## src/rtl/rv_enc_pkg.sv

```systemverilog
// ============================================================================
//  Module      : rv_enc_pkg
//  Description : Shared RV32I encoding constants, request op codes, encoder
//                FSM states and the combinational instruction packer.
//  Revision    : 1.0  initial release
// ============================================================================
`default_nettype none

package rv_enc_pkg;

    localparam logic [6:0] OPC_OP     = 7'b0110011;
    localparam logic [6:0] OPC_OPIMM  = 7'b0010011;
    localparam logic [6:0] OPC_LOAD   = 7'b0000011;
    localparam logic [6:0] OPC_STORE  = 7'b0100011;
    localparam logic [6:0] OPC_BRANCH = 7'b1100011;
    localparam logic [6:0] OPC_JAL    = 7'b1101111;
    localparam logic [6:0] OPC_LUI    = 7'b0110111;

    localparam logic [2:0] F3_ADD  = 3'b000;
    localparam logic [2:0] F3_SLL  = 3'b001;
    localparam logic [2:0] F3_SLT  = 3'b010;
    localparam logic [2:0] F3_SLTU = 3'b011;
    localparam logic [2:0] F3_XOR  = 3'b100;
    localparam logic [2:0] F3_SR   = 3'b101;
    localparam logic [2:0] F3_OR   = 3'b110;
    localparam logic [2:0] F3_AND  = 3'b111;
    localparam logic [2:0] F3_LW   = 3'b010;
    localparam logic [2:0] F3_SW   = 3'b010;
    localparam logic [2:0] F3_BEQ  = 3'b000;

    localparam logic [6:0] F7_BASE = 7'b0000000;
    localparam logic [6:0] F7_ALT  = 7'b0100000;

    localparam logic [4:0] ENC_OP_ADD   = 5'd0;
    localparam logic [4:0] ENC_OP_SUB   = 5'd1;
    localparam logic [4:0] ENC_OP_OR    = 5'd2;
    localparam logic [4:0] ENC_OP_AND   = 5'd3;
    localparam logic [4:0] ENC_OP_XOR   = 5'd4;
    localparam logic [4:0] ENC_OP_SLL   = 5'd5;
    localparam logic [4:0] ENC_OP_SRL   = 5'd6;
    localparam logic [4:0] ENC_OP_SRA   = 5'd7;
    localparam logic [4:0] ENC_OP_SLT   = 5'd8;
    localparam logic [4:0] ENC_OP_SLTU  = 5'd9;
    localparam logic [4:0] ENC_OP_ADDI  = 5'd10;
    localparam logic [4:0] ENC_OP_ANDI  = 5'd11;
    localparam logic [4:0] ENC_OP_ORI   = 5'd12;
    localparam logic [4:0] ENC_OP_XORI  = 5'd13;
    localparam logic [4:0] ENC_OP_SLTI  = 5'd14;
    localparam logic [4:0] ENC_OP_SLTIU = 5'd15;
    localparam logic [4:0] ENC_OP_SLLI  = 5'd16;
    localparam logic [4:0] ENC_OP_SRLI  = 5'd17;
    localparam logic [4:0] ENC_OP_SRAI  = 5'd18;
    localparam logic [4:0] ENC_OP_LW    = 5'd19;
    localparam logic [4:0] ENC_OP_SW    = 5'd20;
    localparam logic [4:0] ENC_OP_BEQ   = 5'd21;
    localparam logic [4:0] ENC_OP_JAL   = 5'd22;
    localparam logic [4:0] ENC_OP_LUI   = 5'd23;
    localparam logic [4:0] ENC_OP_NUM   = 5'd24;

    localparam logic [1:0] ST_IDLE  = 2'd0;
    localparam logic [1:0] ST_LOAD  = 2'd1;
    localparam logic [1:0] ST_DRAIN = 2'd2;
    localparam logic [1:0] ST_DONE  = 2'd3;

    typedef enum logic [2:0] {FMT_R, FMT_I, FMT_ISH, FMT_S, FMT_B, FMT_J, FMT_U} fmt_t;

    // Codes at or above ENC_OP_NUM yield zero; callers must not push them.
    function automatic logic [31:0] enc_word(input logic [4:0] op, input logic [4:0] rd,
                                             input logic [4:0] rs1, input logic [4:0] rs2,
                                             input logic [31:0] imm);
        logic [6:0] opc;
        logic [2:0] f3;
        logic [6:0] f7;
        fmt_t       fmt;
        logic [31:0] w;
        opc = OPC_OP;
        f3  = F3_ADD;
        f7  = F7_BASE;
        fmt = FMT_R;
        w   = '0;
        case (op)
            ENC_OP_ADD:   f3 = F3_ADD;
            ENC_OP_SUB:   f7 = F7_ALT;
            ENC_OP_OR:    f3 = F3_OR;
            ENC_OP_AND:   f3 = F3_AND;
            ENC_OP_XOR:   f3 = F3_XOR;
            ENC_OP_SLL:   f3 = F3_SLL;
            ENC_OP_SRL:   f3 = F3_SR;
            ENC_OP_SRA:   begin f3 = F3_SR; f7 = F7_ALT; end
            ENC_OP_SLT:   f3 = F3_SLT;
            ENC_OP_SLTU:  f3 = F3_SLTU;
            ENC_OP_ADDI:  begin fmt = FMT_I; opc = OPC_OPIMM; f3 = F3_ADD; end
            ENC_OP_ANDI:  begin fmt = FMT_I; opc = OPC_OPIMM; f3 = F3_AND; end
            ENC_OP_ORI:   begin fmt = FMT_I; opc = OPC_OPIMM; f3 = F3_OR; end
            ENC_OP_XORI:  begin fmt = FMT_I; opc = OPC_OPIMM; f3 = F3_XOR; end
            ENC_OP_SLTI:  begin fmt = FMT_I; opc = OPC_OPIMM; f3 = F3_SLT; end
            ENC_OP_SLTIU: begin fmt = FMT_I; opc = OPC_OPIMM; f3 = F3_SLTU; end
            ENC_OP_SLLI:  begin fmt = FMT_ISH; opc = OPC_OPIMM; f3 = F3_SLL; end
            ENC_OP_SRLI:  begin fmt = FMT_ISH; opc = OPC_OPIMM; f3 = F3_SR; end
            ENC_OP_SRAI:  begin fmt = FMT_ISH; opc = OPC_OPIMM; f3 = F3_SR; f7 = F7_ALT; end
            ENC_OP_LW:    begin fmt = FMT_I; opc = OPC_LOAD; f3 = F3_LW; end
            ENC_OP_SW:    begin fmt = FMT_S; opc = OPC_STORE; f3 = F3_SW; end
            ENC_OP_BEQ:   begin fmt = FMT_B; opc = OPC_BRANCH; f3 = F3_BEQ; end
            ENC_OP_JAL:   begin fmt = FMT_J; opc = OPC_JAL; end
            ENC_OP_LUI:   begin fmt = FMT_U; opc = OPC_LUI; end
            default:      opc = 7'b0000000;
        endcase
        case (fmt)
            FMT_R:   w = {f7, rs2, rs1, f3, rd, opc};
            FMT_I:   w = {imm[11:0], rs1, f3, rd, opc};
            FMT_ISH: w = {f7, imm[4:0], rs1, f3, rd, opc};
            FMT_S:   w = {imm[11:5], rs2, rs1, f3, imm[4:0], opc};
            FMT_B:   w = {imm[12], imm[10:5], rs2, rs1, f3, imm[4:1], imm[11], opc};
            FMT_J:   w = {imm[20], imm[10:1], imm[11], imm[19:12], rd, opc};
            FMT_U:   w = {imm[31:12], rd, opc};
            default: w = '0;
        endcase
        if (op >= ENC_OP_NUM) begin
            w = '0;
        end
        return w;
    endfunction

endpackage

`default_nettype wire

```

## src/rtl/rv_enc_fifo.sv

```systemverilog
// ============================================================================
//  Module      : rv_enc_fifo
//  Description : Synchronous 32-bit FIFO holding encoded words for the IM port.
//  Revision    : 1.0  initial release
// ============================================================================
`default_nettype none

module rv_enc_fifo #(
    parameter int DEPTH = 4
) (
    input  logic        clk,
    input  logic        rst,
    input  logic        push_i,
    input  logic [31:0] data_i,
    input  logic        pop_i,
    output logic [31:0] head_o,
    output logic        full_o,
    output logic        empty_o
);
    import rv_enc_pkg::*;

    localparam int AW = $clog2(DEPTH);
    localparam logic [AW:0] C_PTR_ONE = 1;

    logic [31:0] mem_q [DEPTH];
    logic [AW:0] wr_ptr_q;
    logic [AW:0] rd_ptr_q;
    logic        w_push;
    logic        w_pop;

    // Extra pointer bit distinguishes full from empty when the indices coincide.
    assign empty_o = (wr_ptr_q == rd_ptr_q);
    assign full_o  = (wr_ptr_q[AW] != rd_ptr_q[AW]) &&
                     (wr_ptr_q[AW-1:0] == rd_ptr_q[AW-1:0]);
    assign w_push  = push_i && !full_o;
    assign w_pop   = pop_i && !empty_o;
    assign head_o  = mem_q[rd_ptr_q[AW-1:0]];

    always_ff @(posedge clk) begin
        if (rst) begin
            wr_ptr_q <= '0;
            rd_ptr_q <= '0;
        end else begin
            if (w_push) begin
                wr_ptr_q <= wr_ptr_q + C_PTR_ONE;
            end
            if (w_pop) begin
                rd_ptr_q <= rd_ptr_q + C_PTR_ONE;
            end
        end
    end

    always_ff @(posedge clk) begin
        if (w_push) begin
            mem_q[wr_ptr_q[AW-1:0]] <= data_i;
        end
    end

endmodule

`default_nettype wire

```

## src/rtl/rv32i_inst_encoder.sv

```systemverilog
// ============================================================================
//  Module      : rv32i_inst_encoder
//  Description : Encodes RV32I instruction requests and streams the words into
//                consecutive instruction-memory addresses.
//  Revision    : 1.0  initial release
// ============================================================================
`default_nettype none

module rv32i_inst_encoder #(
    parameter int ADDR_W     = 10,
    parameter int FIFO_DEPTH = 4
) (
    input  logic              clk,
    input  logic              rst,
    input  logic              start,
    input  logic [ADDR_W-1:0] base_addr,
    input  logic              in_valid,
    output logic              in_ready,
    input  logic [4:0]        in_op,
    input  logic [4:0]        in_rd,
    input  logic [4:0]        in_rs1,
    input  logic [4:0]        in_rs2,
    input  logic [31:0]       in_imm,
    input  logic              in_last,
    output logic              im_we,
    output logic [ADDR_W-1:0] im_addr,
    output logic [31:0]       im_wdata,
    input  logic              im_ready,
    output logic              busy,
    output logic              done,
    output logic              err,
    output logic [ADDR_W:0]   count
);
    import rv_enc_pkg::*;

    localparam logic [ADDR_W-1:0] C_ADDR_ONE = 1;
    localparam logic [ADDR_W:0]   C_CNT_ONE  = 1;

    logic [1:0]        state_q;
    logic [1:0]        state_d;
    logic [ADDR_W-1:0] addr_q;
    logic [ADDR_W:0]   count_q;
    logic              err_q;

    logic              w_full;
    logic              w_empty;
    logic              w_legal;
    logic              w_accept;
    logic              w_pop;
    logic [31:0]       w_word;
    logic [31:0]       w_head;

    assign w_legal  = (in_op < ENC_OP_NUM);
    assign w_word   = enc_word(in_op, in_rd, in_rs1, in_rs2, in_imm);
    assign in_ready = (state_q == ST_LOAD) && !w_full;
    assign w_accept = in_valid && in_ready;
    assign im_we    = !w_empty;
    assign w_pop    = im_we && im_ready;

    assign im_addr  = addr_q;
    assign im_wdata = w_empty ? 32'd0 : w_head;
    assign busy     = (state_q != ST_IDLE);
    assign done     = (state_q == ST_DONE);
    assign err      = err_q;
    assign count    = count_q;

    rv_enc_fifo #(
        .DEPTH   (FIFO_DEPTH)
    ) u_fifo (
        .clk     (clk),
        .rst     (rst),
        .push_i  (w_accept && w_legal),
        .data_i  (w_word),
        .pop_i   (w_pop),
        .head_o  (w_head),
        .full_o  (w_full),
        .empty_o (w_empty)
    );

    always_comb begin
        state_d = state_q;
        case (state_q)
            ST_IDLE:  if (start) state_d = ST_LOAD;
            ST_LOAD:  if (w_accept && in_last) state_d = ST_DRAIN;
            ST_DRAIN: if (w_empty) state_d = ST_DONE;
            ST_DONE:  state_d = ST_IDLE;
            default:  state_d = ST_IDLE;
        endcase
    end

    always_ff @(posedge clk) begin
        if (rst) begin
            state_q <= ST_IDLE;
            addr_q  <= '0;
            count_q <= '0;
            err_q   <= 1'b0;
        end else begin
            state_q <= state_d;
            if (state_q == ST_IDLE && start) begin
                addr_q  <= base_addr;
                count_q <= '0;
                err_q   <= 1'b0;
            end else begin
                if (w_pop) begin
                    addr_q <= addr_q + C_ADDR_ONE;
                    if (count_q != '1) begin
                        count_q <= count_q + C_CNT_ONE;
                    end
                end
                if (w_accept && !w_legal) begin
                    err_q <= 1'b1;
                end
            end
        end
    end

endmodule

`default_nettype wire

```

## config.mk

```make
export PLATFORM = sky130hd
export DESIGN_NAME = rv32i_inst_encoder
export DESIGN_NICKNAME = d
export VERILOG_FILES = /design/src/rtl/rv_enc_pkg.sv /design/src/rtl/rv_enc_fifo.sv /design/src/rtl/rv32i_inst_encoder.sv
export SDC_FILE = /design/constraint.sdc
export NUM_CORES = 1
export LEC_CHECK = 0
export BUFFER_PORTS_ARGS = -buffer_cell sky130_fd_sc_hd__clkbuf_2
export CORE_UTILIZATION = 55
export DETAILED_ROUTE_END_ITERATION = 16
export GPL_TIMING_DRIVEN = 0
export PLACE_DENSITY = 0.9
export SYNTH_ARGS = -nofsm -noshare
export SYNTH_HDL_FRONTEND = slang
export SYNTH_SLANG_ARGS = --single-unit
export TNS_END_PERCENT = 10
```

## constraint.sdc

```tcl
create_clock -name clk -period 6.12 [get_ports clk]
set_input_delay 0.306 -clock clk [delete_from_list [all_inputs] [get_ports clk]]
set_output_delay 0.306 -clock clk [all_outputs]
set_load 0.1 [all_outputs]
```

# [Yosys cells after proc, flatten, opt, wreduce, memory -nomap -nowiden]
# Memories as Yosys holds them, arrays and structs flattened. A register that Yosys moved wholly into a read port is not among the register bits.
# Cells that the tools add are included.
[totals] regBits=30 latch_bits=0 ram_bits=128 rom_bits=0 input_bits=68 out_inout_bits=58 word_cells=102 memories=1
[memory_table] name="u_fifo.mem_q" depth=4 word_bits=32 read_ports=1 rd_clocked_by_memory_dff=1 wr=1 line_no="rv_enc_fifo.sv:25" source="logic [31:0] mem_q [DEPTH];"
[classes] addsub=4 mul=0 n_div=0 n_lt_le_gt_ge=2 n_eq_ne=39 shift=0 muxes=17 bitwise=0 n_reduce_logical=33
[op_table] cell="32-bit case mux with 7 select lines" n=1
[op_table] cell="32-bit two-way mux" n=2
[op_table] cell="7-bit case mux with 7 select lines" n=1
[op_table] cell="5-bit by 4-bit equality test with 1-bit output (second input constant)" n=8
[op_table] cell="5-bit equality test (second input constant)" n=8
[op_table] cell="3-bit case mux with 7 select lines" n=1
[op_table] cell="5-bit by 3-bit equality test with 1-bit output (second input constant)" n=4
[op_table] cell="10-bit two-way mux" n=2
[op_table] cell="3-bit case mux with 6 select lines" n=1
[op_table] cell="2-bit OR reduction" n=6
[op_table] cell="11-bit by 1-bit adder with 11-bit output (second input constant)" n=1
[op_table] cell="11-bit inequality test (second input constant)" n=1
[op_table] cell="10-bit by 1-bit adder with 10-bit output (second input constant)" n=1
[op_table] cell="5-bit by 2-bit equality test with 1-bit output (second input constant)" n=2
[op_table] cell="1-bit logical AND" n=10
[op_table] cell="2-bit two-way mux" n=5
[op_table] cell="10-bit OR reduction" n=1
[op_table] cell="3-bit equality test (second input constant)" n=3
[op_table] cell="9-bit OR reduction" n=1
[op_table] cell="2-bit case mux with 4 select lines" n=1
[op_table] cell="4-bit OR reduction" n=2
[op_table] cell="7-bit OR reduction" n=1
[op_table] cell="3-bit by 1-bit adder with 3-bit output (second input constant)" n=2
[op_table] cell="3-bit by 2-bit equality test with 1-bit output (second input constant)" n=2
[op_table] cell="other kinds (21)" n=28

# [Depth between registers and ports, before layout]
# Gate-level depths: netlist of run 1.
[depth] word_depth=9 ltp_mapped=8 depth_no_buf=7

# [By module]
# Synthesis of run 1 repeated with hierarchy kept, for this count alone.
[unflattened] hier_cells=539 hier_area_um2=7448.4
[by_module_without_submodules] module="rv_enc_fifo" instances=1 cells_per_inst=235 area_per_inst_um2=5177.5 seq_area_each_um2=4003.8
[by_module_without_submodules] module="rv32i_inst_encoder" instances=1 cells_per_inst=304 area_per_inst_um2=2270.9 seq_area_each_um2=480.5

# [Least setup slack after synthesis of run 1]
# OpenSTA, ideal clock, no wires.
[synth_timing] path_kind="register to output" from="reg u_fifo.wr_ptr_q[0]" to="out im_wdata[1]" t_arrival_ps=2835 required_ps=5814 path_slack_ps=2979 path_stages_with_launch=5 path_buffers=1 cell_sequence="dfxtp_1 xor2_1 nor3_1 nor2b_1 buf_4"
[synth_between] elab_chain_cells=2
[synth_lines] element="start: declaration" line_no="rv_enc_fifo.sv:26" source="logic [AW:0] wr_ptr_q;"
[synth_lines] element="start signal: assignment" line_no="rv_enc_fifo.sv:45" source="wr_ptr_q <= wr_ptr_q + C_PTR_ONE;"
[synth_lines] element="3-bit equality test" line_no="rv_enc_fifo.sv:32" source="assign empty_o = (wr_ptr_q == rd_ptr_q);"
[synth_lines] element="32-bit two-way mux" line_no="rv32i_inst_encoder.sv:61" source="assign im_wdata = w_empty ? 32'd0 : w_head;"
[synth_lines] element="end: declaration" line_no="rv32i_inst_encoder.sv:27" source="output logic [31:0] im_wdata,"
# Every way passes these cells.

# [Final worst setup path of run 1]
[layout_timing] from="reg u_fifo.wr_ptr_q[1]" to="out im_wdata[4]"
# The elaborated chain is that of the path after synthesis.

==> results.txt, run 1 <==
Clk sinks = 156
Critical path type = reg2out
Nets = 742
RD Place Congestion = 0.878
CTS buffer count = 17
Peak supply drop = 0.000373 V
#FFs+latches synth = 156
Clk_skew = 0.0105 ns
Drt pass-1 iters = 5
GRT Total Usage = 25.2%
DP Wirelength = 11.0 mm
Hold buffer count at CTS = 0
Clk buf depth = 2
ANT cells = 0
Synthesized area per cell = 13.7 um2
Synth Warn # = 0
Final instance area = 8600 um2
Leakage Power = 0.00322 uW
Die height = 116 um
Setup crit end kind = output pin
Post-synth net total = 602
Largest net degree at the start of global routing = 33
Post-CTS Resized = 0
Worst hold path class = in2reg
CTS tree = yes
Final hold violations = 0
Vias = 4818
WL final = 16.0 mm
Yosys cell types = 55
Unrepaired setup endpoints after global routing = false
Row count = 41
Synthesized instance count = 522
Post-synth EDFFs = 124
Worst EP arrival = 3.04 ns
Final setup vio count = 0
Measured slew at the worst slew-check pin = 0.992 ns
Post-CTS setup buffer count = 0
Worst Hold Slack = 0.151 ns
Final worst slack = 2.77 ns
Status = finished clean
Starting Density = 56.5%
TNS Setup = 0 ns
Wirelength per Cell = 18.9 um
# IOs = 126
Vias per cell = 5.69
First-pass GRT wire length = 24.8 mm
Die Span X = 116 um
Antenna violations before repair = 0
Cell Area, Placed = 7990 um2
Clk root buf = clkbuf_16
Post-layout minimum cycle time = 3.35 ns
Mapped cell area = 7160 um2
H-tree levels = 4
Tcrit/Tclk final = 54.7%
DR iter-0 viols = 375
Ys async rst share = 0%
Seq/Total Area, Yosys = 60.9%
Layout area overhead = 20.1%
Vias in the first global route = 4984
Port bufs = 121
Ys flop type = edfxtp_1
CTS clk-pin slew, worst paths = 0.06 ns
Power per cell area = 444 nW/um2
Max Fanout on Critical Path = 10
Post-detailed-route count of antenna-violating nets = 0
Residual DRC = 0
Clk_lat worst skew = 0.42 ns
Setup WS pre-CTS = 3.17 ns
Relative slew slack = 33.4%
FMAX = 0.299 GHz
Congestion Overflow GR = 0
Layout cells sized above 1 = 31.4%
Final Max Tran Viols = 0
Core area = 12700 um2
Critical Path RT = 5.81 ns
Crit start category = flop
Die ar. = 13500 um2
Max-cap violations = 0
==> stage by stage <==
step / utilization (%) / total power (uW) / std cells
global route: 67.9 / 3950 / 847
global placement: 63.0 / 2740 / 815
finish: 67.9 / 3820 / 847
CTS: 67.9 / 3830 / 847
floorplan: - / 2510 / 522
detailed placement: 63.0 / 2780 / 815
==> metal layers <==
layer	vias up	routed length [um]	global-route usage (%)
met3	26	907	6.18
li1	2236	-	-
met2	188	8560	45.4
met1	2368	6310	28.8
met4	0	248	10.2
met5	-	0	0
==> cells by family after synthesis <==
family / Yosys count / share of synthesized area, %
adder cells (fa/ha/maj): 12 / 2.10
AND/OR/NAND/NOR: 160 / 11.8
XOR/XNOR: 29 / 3.65
multiplexers: 36 / 10.5
flip-flops: 156 / 60.9
AO/OA/AOI/OAI: 76 / 7.95
buffers and inverters: 53 / 3.08
==> cells in the mapped netlist, types with 7 or more instances <==
cell type,number,area (um2)
clkbuf_1,18,67.6
dfxtp_1,32,641
nand2_1,35,131
ha_1,12,150
a21oi_1,15,75.1
xnor2_1,15,131
nor2b_1,32,200
xor2_1,13,114
a211oi_1,8,60.1
inv_1,23,86.3
nand3_1,10,50.1
buf_2,8,40.0
o21ai_0,14,70.1
and2b_1,7,52.6
nor2_1,39,146
edfxtp_1,124,3720
and2_1,8,50.1
mux4_2,31,698
==> critical path: stages (launching register included) <==
cell	delay [ns]
dfxtp_1	0.44
xor2_1	0.19
nor3_1	0.83
clkbuf_1	0.51
and2b_1	0.27
clkbuf_2	0.37
==> placed cells by master (no fill, tap or decap), types with 5 or more instances in the layout <==
cell type	count
ha_1	12
xor2_1	13
xnor2_1	15
dfxtp_1	32
o22ai_1	6
nor2_1	39
clkbuf_16	19
a22o_1	5
a22oi_1	6
nand3_1	10
nand2_1	35
nor2b_1	32
clkbuf_1	19
a21oi_1	15
o21ai_0	14
mux4_2	31
clkinv_2	5
inv_1	23
buf_2	8
a211oi_1	8
nor3_1	6
nand2b_1	5
edfxtp_1	124
and2b_1	7
clkbuf_2	121
==> path summary, 6_finish.rpt <==
| check | slack (ns) | depth (start not counted) | to | from |
|---|---|---|---|---|
| setup / recovery | 2.77 | 5 | im_wdata[4] | u_fifo.wr_ptr_q[1] |
| hold / removal | 0.15 | 3 | im_addr[6] | base_addr[6] |
| setup reg to reg | 3.77 | 5 | u_fifo.mem_q[3][8] | state_q[1] |
| hold reg to reg | 0.54 | 2 | err | err |
==> power by group <==
group          switching, uW  internal, uW
combinational           1150           324
clock                    398           668
sequential              51.7          1230
total                   1600          2220
==> layout make-up <==
type                            count  area, um2
Buffer                             29        130
Fill cell                         869       4070
Sequential cell                   156       4360
Timing Repair Buffer              121        606
Clock inverter                     10        109
Tap cell                          172        215
Multi-Input combinational cell    313       2580
Clock buffer                       22        507
Inverter                           24       90.1
==> state kept, by name, summed over array words and instances, names as in the netlist, named ones only <==
name,cells
count,11
err,1
im_addr,10
state_q,2
u_fifo.mem_q,124
u_fifo.rd_ptr_q,3
u_fifo.wr_ptr_q,3
No activity file was read; power rests on OpenSTA's default activity.
==> inputs of run 2 (changes only) <==
CORE_UTILIZATION = 51   (was 55)
PLACE_DENSITY = 0.88   (was 0.9)
clock period = 2.9 ns   (was 6.12 ns; I/O delays follow)
==> results.txt, run 2 (synthesis gave the netlist of run 1 again) <==
Clk sinks = 156 (unchanged)
Max reg flops = 124 (unchanged)
H-tree levels = 4 (unchanged)
Port bufs = 121 (unchanged)
Setup WS pre-CTS = 0.0499 ns (-3.12 ns)
FMAX = 0.368 GHz
Clk buf depth = 2 (unchanged)
Final setup vio count = 0 (unchanged)
GRT Total Usage = 23.2% (-2.0 points)
Hold endpoint = im_addr[9]
CTS clk-pin slew, worst paths = 0.06 ns (about the same)
Vias in the first global route = 4876 (-2.2%)
Critical path type = reg2out
Worst EP arrival = 2.57 ns (-0.47 ns)
Max-cap violations = 0 (unchanged)
Critical Path RT = 2.76 ns (-3.05 ns)
Hold Path Depth = 3 (unchanged)
RD Place Congestion = 0.879 (+0.11%)
RR Startpoint = u_fifo.wr_ptr_q[0]
Drt pass-1 iters = 5 (unchanged)
Clk_lat worst skew = 0.42 ns (about the same)
Post-detailed-route count of antenna-violating nets = 0 (unchanged)
Relative slew slack = 37.9% (+4.5 points)
Final hold violations = 0 (unchanged)
FF-to-FF setup slack = 0.48 ns (-3.29 ns)
Cell Area, Placed = 7990 um2 (about the same)
Post-layout minimum cycle time = 2.72 ns
Nets = 749 (+0.94%)
Commonest non-fill, non-tap cells in the layout = 124 x edfxtp_1, 121 x clkbuf_2, 39 x nor2_1, 35 x nand2_1, 32 x dfxtp_1
Critical hold path startpoint = base_addr[9]
Starting Density = 53.2% (-3.3 points)
# IOs = 126 (unchanged)
Die height = 120 um (+3.8%)
Layout cells sized above 1 = 31.4% (about the same)
Max Fanout on Critical Path = 10 (unchanged)
Measured slew at the worst slew-check pin = 0.932 ns (-0.0604 ns)
DP Wirelength = 11.0 mm (about the same)
CTS tree = yes
Worst Hold Slack = 0.0163 ns (-0.135 ns)
Setup crit end kind = output pin
Die Span X = 120 um (+3.8%)
Antenna violations before repair = 0 (unchanged)
Peak supply drop = 0.000910 V (+140%)
Final worst slack = 0.181 ns (-2.59 ns)
Core area = 13500 um2 (+6.2%)
Worst reg2reg path endpoint = u_fifo.mem_q[3][23]
TNS Setup = 0 ns (unchanged)
Vias = 4886 (+1.4%)
Worst hold path class = in2reg
Status = finished clean
Dpl cells = 819 (+0.49%)
Wirelength per Cell = 18.8 um (-0.33%)
Tcrit/Tclk final = 93.8%
First-pass GRT wire length = 25.1 mm (+1.3%)
WL final = 16.2 mm (+0.96%)
Layout area overhead = 21.2%
Residual DRC = 0 (unchanged)
Die ar. = 14500 um2 (+7.7%)
Congestion Overflow GR = 0 (unchanged)
ANT cells = 0 (unchanged)
Crit start category = flop
DR iter-0 viols = 334 (-11%)
Clk_skew = 0.00962 ns (-0.000891 ns)
Worst r2r path cells = 3 (-2)
Largest net degree at the start of global routing = 33 (unchanged)
Final Max Tran Viols = 0 (unchanged)
CTS buffer count = 17 (unchanged)
Final instance area = 8680 um2 (+0.92%)
Vias per cell = 5.69 (+0.11%)
Leakage Power = 0.00325 uW (+0.65%)
Clk root buf = clkbuf_16
Power per cell area = 925 nW/um2 (+110%)
Commonest non-fill, non-tap cell in the layout = edfxtp_1
Layout Cells excl Fill = 858 (+1.3%)
Row count = 42 (+2.4%)
Unrepaired setup endpoints after global routing = false
[run 2: final cells by class]
class | count | area, um2
Buffer | 29 | 130
Tap cell | 176 | 220
Fill cell | 1001 | 4770
Multi-Input combinational cell | 313 | 2610
Timing Repair Buffer | 128 | 676
Inverter | 24 | 90.1
Sequential cell | 156 | 4360
Clock buffer | 24 | 502
Clock inverter | 8 | 88.8
[run 2: worst max-delay path by stage]
stage / to / cells past startpoint / start
finish: im_wdata[5] / 5 / u_fifo.wr_ptr_q[0]
global route: im_wdata[4] / 5 / u_fifo.wr_ptr_q[0]
CTS: im_wdata[2] / 5 / u_fifo.wr_ptr_q[0]
detailed placement: im_wdata[23] / 5 / u_fifo.wr_ptr_q[0]
global placement: u_fifo.mem_q[3][26] / 5 / in_op[4]
floorplan: err / 4 / u_fifo.wr_ptr_q[1]
[run 2: power breakdown]
| part | leakage, uW | internal [uW] | switching, uW |
|---|---|---|---|
| Combinational | 0.00156 | 699 | 2440 |
| Clock | 0.000297 | 1370 | 819 |
| Sequential | 0.00139 | 2590 | 110 |
| Total | 0.00325 | 4660 | 3370 |
[run 2: metrics by stage]
step | total power (uW) | utilization, %
6_report | 8030 | 64.5
5_1_grt | 8290 | 64.5
4_1_cts | 8060 | 64.4
3_5_place_dp | 5870 | 59.4
3_3_place_gp | 5790 | 59.4
2_1_floorplan | 5310 | -
[run 2: what timing repair did]
item	CTS	global route
setup endpoints to repair	30	2
hold endpoints to repair	7	0
gates resized for setup	2	2
pin swaps	0	0
hold buffers	7	0
cloned	0	0
setup buffers	0	0
[run 2: critical path: stages, from the launching register on]
cell	delay, ns
dfxtp_1	0.51
xor2_2	0.20
nor3_4	0.36
clkbuf_1	0.45
and2b_1	0.25
clkbuf_2	0.36
[run 2: layer usage]
layer	vias up	track usage, %	part of all wire [%]
met2	177	41.3	52
met4	0	9.26	2.3
met1	2430	27.5	41
met3	34	4.72	5.0
met5	-	0	0
li1	2245	-	-
